==> config.mk <==
export PLATFORM = sky130hd
export DESIGN_NAME = ysyx_22050854_divider
export DESIGN_NICKNAME = d
export VERILOG_FILES = /design/src/rtl/ysyx_22050854_divider.sv
export SDC_FILE = /design/constraint.sdc
export NUM_CORES = 1
export LEC_CHECK = 0
export BUFFER_PORTS_ARGS = -buffer_cell sky130_fd_sc_hd__buf_2
export CAP_MARGIN = 30
export CORE_MARGIN = 10
export CORE_UTILIZATION = 43
export DETAILED_ROUTE_END_ITERATION = 6
export HOLD_SLACK_MARGIN = 0.03
export SLEW_MARGIN = 20
export SYNTH_ARGS = -nofsm -noshare
export SYNTH_HDL_FRONTEND = slang
export SYNTH_SLANG_ARGS = --single-unit
==> constraint.sdc <==
create_clock -name clock -period 6.73 [get_ports clock]
set_input_delay 2.019 -clock clock [delete_from_list [all_inputs] [get_ports clock]]
set_output_delay 2.019 -clock clock [all_outputs]
set_load 0.02 [all_outputs]
==> src/rtl/ysyx_22050854_divider.sv <==
// Iterative restoring divider for RV64 DIV/DIVU/REM/REMU and their 32-bit W forms.
// One quotient bit per cycle; divide-by-zero and signed overflow take a one-cycle path.
module ysyx_22050854_divider (
  input  logic        clock,
  input  logic        reset,
  input  logic [63:0] dividend,
  input  logic [63:0] divisor,
  input  logic        div_valid,
  input  logic        divw,
  input  logic        div_signed,
  input  logic        flush,
  output logic        div_ready,
  output logic        out_valid,
  output logic [63:0] quotient,
  output logic [63:0] remainder
);

  // state | meaning
  // IDLE  | waiting for a request, div_ready high
  // BUSY  | operands latched, iterating (or taking the special-case path)
  // DONE  | result registered, out_valid high for this one cycle
  typedef enum logic [1:0] {IDLE, BUSY, DONE} state_t;

  state_t      state, state_nxt;
  logic [63:0] acc_q, acc_r, div_mag, a_ext;
  logic [6:0]  cnt;
  logic        op_w, neg_q, neg_r, special, div_zero;

  logic        accept, finish;
  logic [63:0] a_in, b_in, a_abs, b_abs;
  logic        a_neg, b_neg, zero_in, ovf_in;
  logic [64:0] shifted, trial;
  logic        ge;
  logic [63:0] q_sgn, r_sgn, res_q, res_r, fix_q, fix_r;

  assign accept = (state == IDLE) && div_valid && !flush;
  assign finish = (state == BUSY) && (special || (cnt == 7'd0));

  assign div_ready = (state == IDLE) && !reset;
  assign out_valid = (state == DONE);

  // Operand width handling: W forms use the low word, extended per signedness.
  always_comb begin
    a_in = dividend;
    b_in = divisor;
    if (divw) begin
      a_in = div_signed ? {{32{dividend[31]}}, dividend[31:0]} : {32'b0, dividend[31:0]};
      b_in = div_signed ? {{32{divisor[31]}}, divisor[31:0]}  : {32'b0, divisor[31:0]};
    end
  end

  assign a_neg   = div_signed && a_in[63];
  assign b_neg   = div_signed && b_in[63];
  assign a_abs   = a_neg ? (64'd0 - a_in) : a_in;
  assign b_abs   = b_neg ? (64'd0 - b_in) : b_in;
  assign zero_in = (b_in == 64'd0);
  assign ovf_in  = div_signed && (b_in == {64{1'b1}}) &&
                   (a_in == (divw ? 64'hFFFF_FFFF_8000_0000 : 64'h8000_0000_0000_0000));

  // Shifted partial remainder is at most 2*divisor, so bit 64 of the trial is its sign.
  assign shifted = {acc_r, acc_q[63]};
  assign trial   = shifted - {1'b0, div_mag};
  assign ge      = !trial[64];

  assign q_sgn = neg_q ? (64'd0 - acc_q) : acc_q;
  assign r_sgn = neg_r ? (64'd0 - acc_r) : acc_r;
  assign res_q = special ? (div_zero ? {64{1'b1}} : a_ext) : q_sgn;
  assign res_r = special ? (div_zero ? a_ext : 64'd0) : r_sgn;
  assign fix_q = op_w ? {{32{res_q[31]}}, res_q[31:0]} : res_q;
  assign fix_r = op_w ? {{32{res_r[31]}}, res_r[31:0]} : res_r;

  always_ff @(posedge clock) begin
    if (reset) state <= IDLE;
    else       state <= state_nxt;
  end

  always_comb begin
    state_nxt = state;
    case (state)
      IDLE: if (accept) state_nxt = BUSY;
      BUSY: begin
        if (flush)       state_nxt = IDLE;
        else if (finish) state_nxt = DONE;
      end
      DONE:    state_nxt = IDLE;
      default: state_nxt = IDLE;
    endcase
  end

  always_ff @(posedge clock) begin
    if (reset) begin
      acc_q     <= 64'd0;
      acc_r     <= 64'd0;
      div_mag   <= 64'd0;
      a_ext     <= 64'd0;
      cnt       <= 7'd0;
      op_w      <= 1'b0;
      neg_q     <= 1'b0;
      neg_r     <= 1'b0;
      special   <= 1'b0;
      div_zero  <= 1'b0;
      quotient  <= 64'd0;
      remainder <= 64'd0;
    end else if (accept) begin
      // W forms start with the magnitude in the top word so 32 shifts drain it.
      acc_q    <= divw ? {a_abs[31:0], 32'b0} : a_abs;
      acc_r    <= 64'd0;
      div_mag  <= b_abs;
      a_ext    <= a_in;
      cnt      <= divw ? 7'd32 : 7'd64;
      op_w     <= divw;
      neg_q    <= a_neg ^ b_neg;
      neg_r    <= a_neg;
      special  <= zero_in | ovf_in;
      div_zero <= zero_in;
    end else if (state == BUSY && !flush) begin
      if (finish) begin
        quotient  <= fix_q;
        remainder <= fix_r;
      end else begin
        acc_r <= ge ? trial[63:0] : shifted[63:0];
        acc_q <= {acc_q[62:0], ge};
        cnt   <= cnt - 7'd1;
      end
    end
  end

endmodule

## Word level (Yosys, flattened, before mapping)

Index checks and enable logic that the tools add are counted.

- Order comparisons: 0
- Equal/unequal tests: 7
- Bitwise logic cells: 4
- $mul: 0
- Muxes and demuxes: 28
- Reductions and logical operators: 22
- Shifts and indexed selects: 0
- Add/subtract/negate cells: 6
- Divide/modulo/power cells: 0

Operator list:

| kind | count |
|---|---|
| $mux 64 | 19 |
| $sub 1x64->64 const A | 4 |
| $sub 65x64->65 | 1 |
| $eq 64x64->1 | 1 |
| $eq 64x64->1 const B | 1 |
| $logic_not 64->1 | 1 |
| $mux 63 | 1 |
| $mux 7 | 4 |
| $logic_and 1x1->1 | 9 |
| $logic_not 7->1 | 1 |
| $sub 7x1->7 const B | 1 |
| $mux 2 | 3 |
| $reduce_and 2->1 | 3 |
| $ne 2x2->1 const B | 2 |
| $pmux 2 s2 | 1 |
| $logic_not 1->1 | 3 |
| $ne 3x3->1 const B | 1 |
| $reduce_and 3->1 | 1 |
| $eq 2x1->1 const B | 1 |
| $eq 2x2->1 const B | 1 |
| $logic_not 2->1 | 1 |
| $not 1->1 | 2 |
| $reduce_bool 2->1 | 1 |
| $reduce_or 2->1 | 1 |
| other kinds (3) | 3 |

- Logic and storage cells: 80
- Input port bits: 134
- ROM bits: 0
- Bits in writable memories: 0
- Memories kept: 0
- Bits in latches: 0
- Register bits: 398

## Logic depth before layout (Yosys ltp)

- Word-level depth: 6
- Gate-level depth with buffers: 15
- Depth with buffers taken out: 13

## Least setup slack after synthesis

No wires, ideal clock.

- Path kind: input to output
- Start: input port reset
- End: output port div_ready
- Data required time: 4711 ps
- Setup slack: 1633 ps
- Arrival time: 3078 ps
- Cell stages on the path: 4
- Path through: clkbuf_1 > clkbuf_1 > clkbuf_1 > nor3_1

- Longest elaborated chain between the ends: 2

RTL lines:

| item | RTL line | text |
|---|---|---|
| start: declaration | 5 | `input logic reset,` |
| $logic_not 1->1 | 39 | `assign div_ready = (state == IDLE) && !reset;` |
| $logic_and 1x1->1 | 39 |  |
| end: declaration | 12 | `output logic div_ready,` |

Every way passes these cells.

## Final worst setup path

- Start: input port flush
- End: register remainder[31]

- Longest elaborated chain between the ends: 4

RTL lines:

| item | RTL line | text |
|---|---|---|
| start: declaration | 11 | `input logic flush,` |
| $logic_not 1->1 (*) | 36, 116 |  |
| $logic_and 1x1->1 | 36 | `assign accept = (state == IDLE) && div_valid && !flush;` |
| $not 1->1 (no source line) | - |  |
| $reduce_and 3->1 (no source line) (*) | - |  |
| end signal: assignment | 119 | `remainder <= fix_r;` |
| end: declaration | 15 | `output logic [63:0] remainder` |

Every way passes the cells marked *; elsewhere a longest branch is shown, timed or not.
A chain may end at the register's enable or synchronous reset.

==> impl_results.md <==
* Outcome: finished clean
* IO buf count at about 260
* WL per Instance at ~23 µm
* CP Cell Sequence: buf_2 -> nor3b_1 -> nor2b_4 -> buf_4 -> buf_4 -> nor2_1 -> nor3_1
* Critical path startpoint category: primary input
* Worst reg2reg path startpoint: acc_q[63]$_SDFFE_PP0P_
* # rows at 90
* Worst skew pair latency at about 0.60 ns
* Flop2flop setup slack at ~2.1 ns
* Fin nets at between 3000 and 4000
* Clock root cell: clkbuf_16
* Syn Area/Cell at roughly 7 µm²
* Critical path startpoint: flush
* Post-route clock skew at around 0.017 ns
* Max Buffers Root-to-Sink at 3
* Synth Net Count at 3849
* First-pass GRT wire length at about 160000 µm
* DP Wirelength at approximately 80000 µm
* # hold bufs at CTS at 0
* Final antenna-violating net count at 0
* Hold Startpoint: quotient[9]$_SDFFE_PP0P_
* Synth warnings at 0
* Setup violations, final at 0
* Cells after Synth at between 3000 and 4000
* Synth unique cells at 85
* Diodes inserted at 0
* Vias in the first global route at about 26000
* Post-CTS setup buffers at 0
* Crit Path Max Fanout at between 60 and 70
* Initial drt markers at 2987
* Die height at 266.9 µm
* Total grt overflow at 0
* Die width at ~270 µm
* Data arrival, critical path at between 5 and 6 ns
* Area growth, synth to finish at 12.81%
* Netlist Area Pre-Place at around 26000 µm²
* Max stage delay cell, worst path: nor3b_1
* Slew margin rel. at 0.2943
* Max Transition Viols Final at 0
* Critical path class: in -> reg
* Post-cts sizing count at 0
* Max cap viols at 0
* Final Wtd Congestion at a little under 1
* Most frequent cells in the layout: nand2_1, a21oi_1, nor2_1
* Crit end category: flip-flop
* TritonCTS clock tree: built
* Placed cell count at roughly 4500
* Power per cell area at approximately 230 nW/µm²
* Initial core utilization at 0.4344
* Hold Crit Class: reg -> reg
* Pin count of the biggest net entering global routing at 95
* Routed wire length at 105200 µm
* WP buf/inv at 3
* Worst-path clk slew at 0.06 ns
* Pre-Repair DR Iteration Count at 6
* Period minus WS final at a little under 5 ns
* Least-Margin Pin Slew at about 1.1 ns
* Share of cells above drive strength 1 at 0.1169
* Clock sink count at 398
* DP Area at approximately 28000 µm²
* Number of synthesized flops with an enable pin at 0
* Slowest stage delay, CP at around 0.82 ns
* Final Hold Vio Count at 0
* GRT Util Overall at 0.2836
* Non-Filler Instances at 4564
* I/O Pins at 264
* Most frequent CP cell: buf_4
* Peak supply drop at approximately 180 µV
* Final core utilization at 0.4900
* Setup TNS Final at 0 ns
* #FFs+latches synth at between 300 and 400
* Leak at around 12 nW
* Vias/cell at slightly above 6
* Ys async rst share at 0
* DRC viols at 0
* Core area at just over 60000 µm²
* Initial antenna violation count at 1
* RSZ-0062 raised after global routing: no
* WP data required at 7.16 ns
* Commonest non-fill, non-tap cell in the layout: nand2_1
* Fin area at 29580 µm²
* Seq/Total Area, Yosys at 0.3039
* Power Total at 6.760 mW
* H-Tree Depth at 2
* Max Clock Freq at roughly 210 MHz
* Die area at ~71000 µm²
* Delay-heaviest family, CP: simple AND/OR/NAND/NOR gates
* Via count at about 28000
* CTS buffer count at 48
* Main synth FF type: dfxtp_1
* Period utilisation layout at 0.7162
## flip-flops by register name, summed over array words and instances, names as in the netlist
register   flops
a_ext         64
acc_q         64
acc_r         64
cnt            7
div_mag       64
div_zero       1
neg_q          1
neg_r          1
op_w           1
quotient      64
remainder     64
special        1
state          2
## path summary, 6_finish.rpt
path         depth (start not counted)                    endpoint
min                                  2    quotient[9]$_SDFFE_PP0P_
min reg2reg                          2    quotient[9]$_SDFFE_PP0P_
max reg2reg                         14      acc_r[17]$_SDFFE_PP0P_
max                                  7  remainder[31]$_SDFFE_PP0P_
## Yosys cell counts (14+ instances only)
| cell | number | area, µm² |
|---|---|---|
| nand2_1 | 438 | 1644 |
| a21oi_1 | 435 | 2177 |
| nor2_1 | 406 | 1524 |
| dfxtp_1 | 398 | 7968 |
| o21ai_0 | 336 | 1682 |
| clkbuf_1 | 225 | 844.6 |
| xnor2_1 | 166 | 1454 |
| xor2_1 | 129 | 1130 |
| nor3_1 | 111 | 555.5 |
| inv_1 | 104 | 390.4 |
| ha_1 | 71 | 888.4 |
| a211oi_1 | 67 | 503.0 |
| a31oi_1 | 58 | 362.9 |
| o31ai_1 | 55 | 412.9 |
| o22ai_1 | 50 | 312.8 |
| nand4_1 | 49 | 306.5 |
| nor4_1 | 46 | 287.8 |
| nand3_1 | 42 | 210.2 |
| o221ai_1 | 32 | 280.3 |
| or3_1 | 31 | 193.9 |
| nand2b_1 | 30 | 187.7 |
| buf_1 | 27 | 101.4 |
| or4_1 | 25 | 187.7 |
| o41ai_1 | 24 | 210.2 |
| a221oi_1 | 20 | 175.2 |
| and3_1 | 20 | 125.1 |
| a21o_1 | 19 | 142.6 |
| mux2i_1 | 19 | 190.2 |
| nor2b_1 | 16 | 100.1 |
| o211ai_1 | 16 | 120.1 |
| a311oi_1 | 14 | 122.6 |
## tightest hold or removal path, stage by stage, from the launching register on
cell	delay, ns
dfxtp_1	0.30
nand2_1	0.05
a21oi_1	0.05
## logic make-up (layout without fill, tap and decap cells)
logic type | Yosys count | in the layout | synth area share
simple gates | 1275 | 1275 | 0.2240
compound gates | 1221 | 1221 | 0.2791
flops | 398 | 398 | 0.3039
buf+inv | 363 | 502 | 0.05254
xor+xnor | 295 | 295 | 0.09855
fa+ha+maj | 72 | 72 | 0.03465
mux | 19 | 19 | 0.007254
## per-layer routing
layer / vias up / share of wire / global-route usage
li1: 13290 / - / -
met1: 12970 / 0.44 / 0.3835
met2: 1186 / 0.45 / 0.4435
met3: 207 / 0.077 / 0.04694
met4: 0 / 0.038 / 0.1105
met5: - / 0 / 0
## power breakdown
part / switching, mW / internal, mW
Sequential: 0.128 / 2.46
Combinational: 1.03 / 0.538
Clock: 1.10 / 1.49
## cell type report
cell class	instances	area [µm²]
Fill cell	6237	30780
Inverter	106	397.9
Clock buffer	73	1426
Multi-Input combinational cell	2882	16940
Sequential cell	398	7974
Clock inverter	13	107.6
Tap cell	782	978.4
Timing Repair Buffer	310	1752
## stage by stage
| step | setup WS (ns) | hold slack (ns) |
|---|---|---|
| 6_report | 1.910 | 0.4458 |
| 5_1_grt | 1.882 | 0.4695 |
| 4_1_cts | 2.006 | 0.4488 |
| 3_5_place_dp | 1.495 | 0.4405 |
| 3_3_place_gp | 1.431 | 0.4375 |
| 2_1_floorplan | 1.633 | 0.4319 |
(Power assumes the default switching activity.)
